`src/rtl/morse_keyer.sv`:
```
// morse_keyer: turns dot/dash/letter-gap/word-gap symbol codes into a timed Morse key line.
// Every output is registered and is computed from the next state, so cycle 1 of a symbol begins at the accepting edge.
module morse_keyer #(
    parameter int UNIT_CYCLES = 2
) (
    input  logic       i_clk,
    input  logic       i_rst_n,
    input  logic       i_sym_valid,
    input  logic [1:0] i_sym_code,
    input  logic       i_abort,
    output logic       o_sym_ready,
    output logic       o_key,
    output logic       o_busy,
    output logic       o_done
);
    localparam int CW = $clog2(6 * UNIT_CYCLES + 1);
    localparam logic [CW-1:0] C_DOT  = CW'(UNIT_CYCLES - 1);
    localparam logic [CW-1:0] C_DASH = CW'(3 * UNIT_CYCLES - 1);
    localparam logic [CW-1:0] C_LGAP = CW'(2 * UNIT_CYCLES - 1);
    localparam logic [CW-1:0] C_WGAP = CW'(6 * UNIT_CYCLES - 1);

    typedef enum logic [1:0] {S_IDLE, S_MARK, S_SPACE} state_t;

    state_t        r_state, w_nxt_state;
    logic [CW-1:0] r_cnt, w_nxt_cnt;
    logic          w_accept, w_nxt_last;

    // r_cnt holds the cycles left in the current phase after this one; the
    // trailing element gap of a dot or dash always lasts one unit.
    always_comb begin
        w_accept    = i_sym_valid & o_sym_ready;
        w_nxt_state = r_state;
        w_nxt_cnt   = r_cnt;
        if (i_abort) begin
            w_nxt_state = S_IDLE;
            w_nxt_cnt   = '0;
        end else if (w_accept) begin
            w_nxt_state = i_sym_code[1] ? S_SPACE : S_MARK;
            w_nxt_cnt   = i_sym_code[1] ? (i_sym_code[0] ? C_WGAP : C_LGAP)
                                        : (i_sym_code[0] ? C_DASH : C_DOT);
        end else if (r_state != S_IDLE) begin
            if (r_cnt != '0) begin
                w_nxt_cnt = r_cnt - CW'(1);
            end else if (r_state == S_MARK) begin
                w_nxt_state = S_SPACE;
                w_nxt_cnt   = C_DOT;
            end else begin
                w_nxt_state = S_IDLE;
            end
        end
        w_nxt_last = (w_nxt_state == S_SPACE) && (w_nxt_cnt == '0);
    end

    always_ff @(posedge i_clk or negedge i_rst_n) begin
        if (!i_rst_n) begin
            r_state     <= S_IDLE;
            r_cnt       <= '0;
            o_key       <= 1'b0;
            o_busy      <= 1'b0;
            o_done      <= 1'b0;
            o_sym_ready <= 1'b0;
        end else begin
            r_state     <= w_nxt_state;
            r_cnt       <= w_nxt_cnt;
            o_key       <= w_nxt_state == S_MARK;
            o_busy      <= w_nxt_state != S_IDLE;
            o_done      <= w_nxt_last;
            o_sym_ready <= (w_nxt_state == S_IDLE) || w_nxt_last;
        end
    end
endmodule

```
`config.mk`:
```
export PLATFORM = sky130hd
export DESIGN_NAME = morse_keyer
export DESIGN_NICKNAME = d
export VERILOG_FILES = /design/src/rtl/morse_keyer.sv
export SDC_FILE = /design/constraint.sdc
export NUM_CORES = 1
export LEC_CHECK = 0
export CORE_AREA = 2 2 39 41
export DETAILED_ROUTE_END_ITERATION = 8
export DIE_AREA = 0 0 41 43
export HOLD_SLACK_MARGIN = 0.15
export SLEW_MARGIN = 20
export SYNTH_ARGS = -nofsm -noshare
export SYNTH_HDL_FRONTEND = slang
export SYNTH_SLANG_ARGS = --single-unit
```
`constraint.sdc`:
```
create_clock -name i_clk -period 2.8 [get_ports i_clk]
set_clock_uncertainty 0.1 [all_clocks]
set_input_delay 0.42 -clock i_clk [delete_from_list [all_inputs] [get_ports i_clk]]
set_output_delay 0.42 -clock i_clk [all_outputs]
set_load 0.01 [all_outputs]
```
# Word level (Yosys, flattened, before mapping)
# Index checks and enable logic that the tools add are counted.
# Widths: inputs -> output; s select.
# totals
regBits	10
input_bits	6
out_inout_bits	4
# op_classes
addsub	1
n_eq_ne	3
n_mux	14
bitwise_logic	1
reduce_logical	7
# op_table
op	count
$mux 4	7
$mux 2	6
$eq 2x1->1 const B	2
$logic_not 4->1	1
$reduce_bool 2->1	2
$reduce_bool 4->1	1
$sub 4x1->4 const B	1
$mux 3	1
$eq 2x2->1 const B	1
$logic_not 2->1	1
$and 1x1->1	1
$logic_and 1x1->1	1
$logic_or 1x1->1	1

# Longest topological paths before layout
# Gate-level depths: netlist of run 1.
# logic_depth
ltp_word	9
mapped_depth	8

# Worst setup path after synthesis of run 1
# OpenSTA, ideal clock, no wires.
# synth_path
path_type	reg-to-reg
startpoint	reg r_cnt[0]
endpoint	reg o_sym_ready
setup_ns	0.129
arrival_time_ns	1.879
t_required_ns	2.571
path_slack_ns	0.692
stages_incl_launch_ff	8
n_path_buf	0
cell_sequence	dfrtp_1 > inv_1 > ha_1 > or3_1 > or4_1 > a311o_1 > nand2_1 > o41ai_2
# synth_between
elab_chain_cells	8
word_cells_on_any_way	16
cone_classes	add/sub: 1; eq/ne: 1; mux: 9; reduce/logical: 5
# synth_lines
item	line_no	source
start, declared	25	logic [CW-1:0] r_cnt, w_nxt_cnt;
start signal, assigned	64	r_cnt <= w_nxt_cnt;
$sub 4x1->4, or another cell as far along	43	w_nxt_cnt = r_cnt - CW'(1);
$mux 4 / $mux 2 (equally long branches)	42	if (r_cnt != '0) begin
$mux 4 / $mux 2 (equally long branches)	41	end else if (r_state != S_IDLE) begin
$mux 4 / $mux 2 (equally long branches)	37	end else if (w_accept) begin
$mux 4 / $mux 2 (equally long branches)	34	if (i_abort) begin
$logic_not 4->1 / $eq 2x2->1 (equally long branches)	51	w_nxt_last = (w_nxt_state == S_SPACE) && (w_nxt_cnt == '0);
$logic_and 1x1->1	51	
$logic_or 1x1->1 *	68	o_sym_ready <= (w_nxt_state == S_IDLE) || w_nxt_last;
end signal, assigned	68	
end, declared	11	output logic o_sym_ready,
# Mark *: on every way between the ends. The rest lies on a longest branch, timed or not.

# Final worst setup path of run 1
# Ends and elaborated chain as after synthesis.

==> results of run 1 <==
final cells by class:
cell class	instances	area [um^2]	area share (%)
clock buffers	4	36.28	5.380
inverters	6	22.52	3.340
multi-input cells	36	255.2	37.85
flip-flops and latches	10	250.2	37.11
well taps	16	20.02	2.968
repair buffers	9	90.09	13.36
metrics by stage:
stage          hold slack (ns)  instance area (um^2)  std cells  utilization (%)  total power [mW]
3_5_place_dp            0.6067                 638.1         77            46.11            0.3362
6_report                0.3674                 674.4         81            48.73            0.4594
2_1_floorplan          0.02441                 528.0         52                -            0.2836
3_3_place_gp            0.6078                 638.1         77            46.11            0.3387
4_1_cts                 0.3739                 674.4         81            48.73            0.4656
5_1_grt                 0.3988                 674.4         81            48.73            0.4898
power breakdown:
group          switching (mW)  internal (mW)  total [mW]
Sequential             0.0199          0.167       0.187
Clock                  0.0462         0.0788       0.125
Combinational          0.0756         0.0723       0.148
Total                   0.142          0.318       0.459
cell usage in the layout (no fill, tap or decap), types with 2 or more instances in the layout:
cell type	n
dfrtp_1	10
clkdlybuf4s50_1	9
inv_1	5
nor2_1	4
nand2_1	3
a21oi_1	3
clkbuf_4	3
nand3_1	2
a21o_1	2
worst register-to-register path, stage by stage, from the launching register on:
cell and delay (ns):
dfrtp_1 0.39, inv_1 0.09, ha_1 0.23, or3_1 0.36
or4_1 0.41, a311o_1 0.38, nand2_1 0.09, o41ai_2 0.06
flip-flops by register name, indices dropped and copies added, names as in the netlist:
signal       cells
o_busy           1
o_sym_ready      1
r_cnt            4
r_state          2
o_done           1
o_key            1
cells by family (layout without fill, tap and decap cells):
logic type / after synthesis / after routing / synth area share (%)
xor+xnor: 1 / 1 / 1.659
mux: 1 / 1 / 2.133
flops: 10 / 10 / 47.39
simple gates: 19 / 19 / 20.15
buf+inv: 6 / 19 / 4.265
compound gates: 14 / 14 / 22.04
fa+ha+maj: 1 / 1 / 2.369
layer usage:
layer	track usage, %	vias to the layer above	part of all wire [%]
met5	0	-	0
met4	10.00	0	1.3
met3	1.571	2	3.1
met2	17.81	9	44
met1	23.55	202	52
li1	-	217	-
path summary, 6_finish.rpt:
kind | start | end | slack (ns) | depth (start not counted)
min in group i_clk | r_cnt[1] | r_cnt[1] | 0.62 | 2
max in group asynchronous | i_rst_n | o_done | 1.93 | 1
min | i_rst_n | r_state[1] | 0.37 | 1
min reg2reg | r_cnt[1] | r_cnt[1] | 0.62 | 2
max reg2reg | r_cnt[0] | o_sym_ready | 0.57 | 7
max | r_cnt[0] | o_sym_ready | 0.57 | 7
synth_stat cells (2+ instances only):
master / count
a21o_1: 2
a21oi_1: 3
dfrtp_1: 10
inv_1: 5
nand2_1: 3
nand3_1: 2
nor2_1: 4
==> results.md, run 1 <==
* Critical path type: reg2reg
* Syn Nets at 59
* Final GP Congestion at 0.7663
* Count of final hold-check violations at 0
* Max incr delay on CP at approximately 0.41 ns
* Status: finished, final reports clean
* Async SR Flop Fraction at 100.0%
* Drt total wl at about 1000 um
* Number of remaining DRC errors at 0
* CTS Root Cell: clkbuf_4
* Initial antenna violation count at 0
* # fillers at approximately 130
* Post-DRT Antenna Nets at 0
* CTS tree: built
* Die X at roughly 40 um
* Worst vdd ir at 346.1 uV
* EDFF count, synth at 0
* Post-Syn Instances at 52
* Worst Tran Pin Value at between 0.4 and 0.5 ns
* Quantity of gates resized following cts at 0
* # clock sinks at 10
* Post-DR wirelength/cell at around 12 um
* RSZ-0062 raised after global routing: false
* First-pass GRT wire length at about 1700 um
* Fmax at 449.1 MHz
* Core area at 1384 um^2
* Final period util at 79.53%
* Worst hold path class: in2async
* Setup TNS Final at 0 ns
* Sequential area share after synthesis at between 40% and 50%
* Synth-to-layout area growth at 27.73%
* Post-synth top area share at between 40% and 50%
* Port Buffers at 9
* Final setup viols at 0
* Crit Path Max Fanout at 4
* DR iter-0 viols at 7
* Nets at between 70 and 80
* Global route overflow at 0
* Post-DP HPWL at slightly below 800 um
* ANT cells at 0
* Maxcap violations at 0
* Vias in the first global route at between 300 and 400
* Hold buffers post-CTS at 0
* Mapped Area at ~530 um^2
* Die ar. at roughly 1800 um^2
* #FFs+latches synth at 10
* Crit path max-delay cell type: or4_1
* Min Tclk post-route at around 2.2 ns
* Share of cells above drive strength 1 at around 15%
* Syn. warnings at 0
* Slew Viols, Final at 0
* Crit path required time at ~2.8 ns
* Num CTS Buffers at 3
* Setup bufs post-CTS at 0
* Leak at between 0.2 and 0.3 nW
* Ranking of synthesized cells by area: dfrtp_1 47%, inv_1 3.6%, o41ai_2 3.1%
* Largest net degree at the start of global routing at 11
* Row Count at 14
* Yosys top cell by area: dfrtp_1
* CTS H-tree depth at 1
* Post-Place Worst Slack at roughly 0.59 ns
* Setup crit end kind: flop
* Slew HR at 71.11%
* Worst path cell trace: inv_1 -> ha_1 -> or3_1 -> or4_1 -> a311o_1 -> nand2_1 -> o41ai_2
* Crit path buffers/inverters at 1
* Unique cell type count in the Yosys netlist at 30
* Die Y at between 40 and 50 um
* Via-per-instance ratio at ~5.3
* Ys flop type: dfrtp_1
* Starting Density at a little under two fifths
* I/O pins at 10
* Clock buffer depth at 2
* Top Family by Delay on Critical Path: simple AND/OR/NAND/NOR gates
* GRT Util Overall at 14.72%
* Vias post-DR at between 400 and 500
* Crit path launch type: flop
* DR pass1 iterations at 4
* Power Density at around 680 nW/um^2
* Worst-skew pair later-pin latency at ~0.26 ns
* Avg Cell Area, Syn at slightly above 10 um^2
* Final worst slack at ~0.57 ns
* Clk slew on worst S/H paths at around 0.06 ns
* Arrival time at the worst endpoint at about 2.3 ns
Power figures use the tool's default switching activity.
==> inputs of run 2 (changes only) <==
--- a/config.mk
+++ b/config.mk
@@ -9,6 +9,7 @@
 export DETAILED_ROUTE_END_ITERATION = 8
 export DIE_AREA = 0 0 41 43
 export HOLD_SLACK_MARGIN = 0.15
+export PLACE_DENSITY = 0.66
 export SLEW_MARGIN = 20
 export SYNTH_ARGS = -nofsm -noshare
 export SYNTH_HDL_FRONTEND = slang
==> constraint.sdc (replaced) <==
create_clock -name i_clk -period 2 [get_ports i_clk]
set_clock_uncertainty 0.1 [all_clocks]
set_input_delay 0.3 -clock i_clk [delete_from_list [all_inputs] [get_ports i_clk]]
set_output_delay 0.3 -clock i_clk [all_outputs]
set_load 0.01 [all_outputs]
==> results.md, run 2 (synthesized netlist as in run 1, its figures left out) <==
* Register name with the most flops: r_cnt
* Crit path buffers/inverters at 1
* Final worst slack at -0.06234 ns
* Commonest non-fill, non-tap cell in the layout: dfrtp_1
* GRT Util Overall at 15.83%
* Crit path max-delay cell type: or4_1
* CTS H-tree depth at 1
* Met2 routed WL at 569 um
* First-pass GRT wire length at approximately 1900 um
* Crit path launch type: flop
* Min Tclk post-route at between 2 and 2.5 ns
* Maxcap violations at 0
* Final GP Congestion at around 0.72
* Crit Path Max Fanout at 4
* I/O pins at 10
* Vias post-DR at roughly 470
* Worst Tran Pin Value at around 0.44 ns
* Crit path required time at ~2.0 ns
* Clock buffer depth at 2
* # placed instances at 84
* Via-per-instance ratio at 5.364
* Count of final hold-check violations at 0
* Initial antenna violation count at 0
* DR pass1 iterations at 4
* Die ar. at roughly 1800 um^2
* Setup crit end kind: flop
* Top flop regs: r_cnt: 4 flops, r_state: 2 flops
* Post-DP HPWL at around 860 um
* Number of remaining DRC errors at 0
* Drt total wl at around 1100 um
* CTS Root Cell: clkbuf_4
* # clock sinks at 10
* Num CTS Buffers at 3
* Port Buffers at 9
* Fmax at 484.9 MHz
* Critical path type: reg2reg
* Post-DP Area at 693.2 um^2
* Failing checks: negative setup slack
* Most frequent cells in the layout: 10 x dfrtp_1, 9 x clkdlybuf4s50_1, 8 x buf_4
* Setup TNS Final at -0.06234 ns
* Max incr delay on CP at 0.41 ns
* ANT cells at 0
* Post-DRT Antenna Nets at 0
* Share of cells above drive strength 1 at between 20% and 30%
* Largest net degree at the start of global routing at 11
* Max reg flops at 4
* Row Count at 14
* Leak at 0.3354 nW
* FF-to-FF path depth at 7
* Die Y at roughly 43 um
* Die X at 41 um
* Worst hold path class: in2async
* Final hold slack at between 0.2 and 0.3 ns
* Synth-to-layout area growth at 39.57%
* RSZ-0062 raised after global routing: true
* Highest metal used: met3
* Vias in the first global route at 442
* Worst path cell trace: inv_2 -> ha_4 -> or3_1 -> or4_1 -> a311o_1 -> nand2_1 -> o41ai_2
* Nets at a little over 80
* Worst-skew pair later-pin latency at between 0.2 and 0.3 ns
* Worst vdd ir at between 400 and 500 uV
* Clk slew on worst S/H paths at around 0.060 ns
* Final setup viols at 1
* Non-filler cells, final at 88
* Slew Viols, Final at 0
* Slew HR at a little over two thirds
* Finished Cell Area at 737.0 um^2
* Arrival time at the worst endpoint at roughly 2.1 ns
* Reg-to-reg startpoint: r_cnt[0]
* Top Family by Delay on Critical Path: simple AND/OR/NAND/NOR gates
* Post-DR wirelength/cell at 12.95 um
* CTS tree: built
* Reg-to-reg setup timing slack at -0.06 ns
* Status: finished with violations
* DR iter-0 viols at 2
* Final period util at 103.1%
* Starting Density at between 30% and 40%
* DR WL met3 at ~31 um
* Post-Route M1 WL at roughly 540 um
* Power Density at 906.1 nW/um^2
* Final Power at ~670 uW
* Core area at about 1400 um^2
* Global route overflow at 0
* Worst flop-to-flop path endpoint: o_sym_ready
## run 2: worst max-delay path by stage
| stage | to | depth (start not counted) | startpoint | slack (ns) |
|---|---|---|---|---|
| after floorplan | o_sym_ready | 7 | r_cnt[0] | 0.02 |
| after global placement | o_sym_ready | 7 | r_cnt[0] | -0.007 |
| after detailed placement | o_sym_ready | 7 | r_cnt[0] | -0.04 |
| after CTS | o_sym_ready | 7 | r_cnt[0] | -0.07 |
| after global routing | o_sym_ready | 7 | r_cnt[0] | -0.14 |
| final | o_sym_ready | 7 | r_cnt[0] | -0.06 |
## run 2: what timing repair did
item                                    CTS  global route
pin swaps                                 0             2
gates resized for setup                   2             1
buffers inserted                          0             1
hold buffers                              0             0
endpoints found under the setup margin    2             3
gates cloned                              0             0
endpoints found under the hold margin     0             0
## run 2: layout make-up
cell class / instances / area, um^2
Timing Repair Buffer: 17 / 150.1
Inverter: 6 / 23.77
Tap cell: 16 / 20.02
Clock buffer: 3 / 22.52
Multi-Input combinational cell: 36 / 270.3
Sequential cell: 10 / 250.2
Fill cell: 120 / 646.9
## run 2: where the power goes
part | total (mW) | switching [mW] | internal [mW]
clock network | 0.130 | 0.0611 | 0.0691
registers | 0.260 | 0.0263 | 0.233
logic | 0.278 | 0.127 | 0.151
total | 0.668 | 0.215 | 0.453
## run 2: stage by stage
stage	worst slack (ns)	util, %
4_1_cts	-0.06591	52.53
5_1_grt	-0.1393	53.25
6_report	-0.06234	53.25
2_1_floorplan	0.01549	-
3_5_place_dp	-0.04392	50.09
3_3_place_gp	-0.007028	50.09
## run 2: metal layers
metal | track usage [%] | vias to the layer above
met2 | 24.69 | 9
met4 | 8.000 | 0
met5 | 0 | -
met3 | 1.571 | 0
li1 | - | 235
met1 | 20.75 | 228
==> inputs of run 3 (changes only) <==
--- a/config.mk
+++ b/config.mk
@@ -8,6 +8,7 @@
 export CORE_AREA = 2 2 39 41
 export DETAILED_ROUTE_END_ITERATION = 8
 export DIE_AREA = 0 0 41 43
+export GPL_ROUTABILITY_DRIVEN = 0
 export HOLD_SLACK_MARGIN = 0.15
 export PLACE_DENSITY = 0.66
 export SLEW_MARGIN = 20
==> results of run 3 <==
No change in the layout: final DEF, timing and power equal those of run 2.
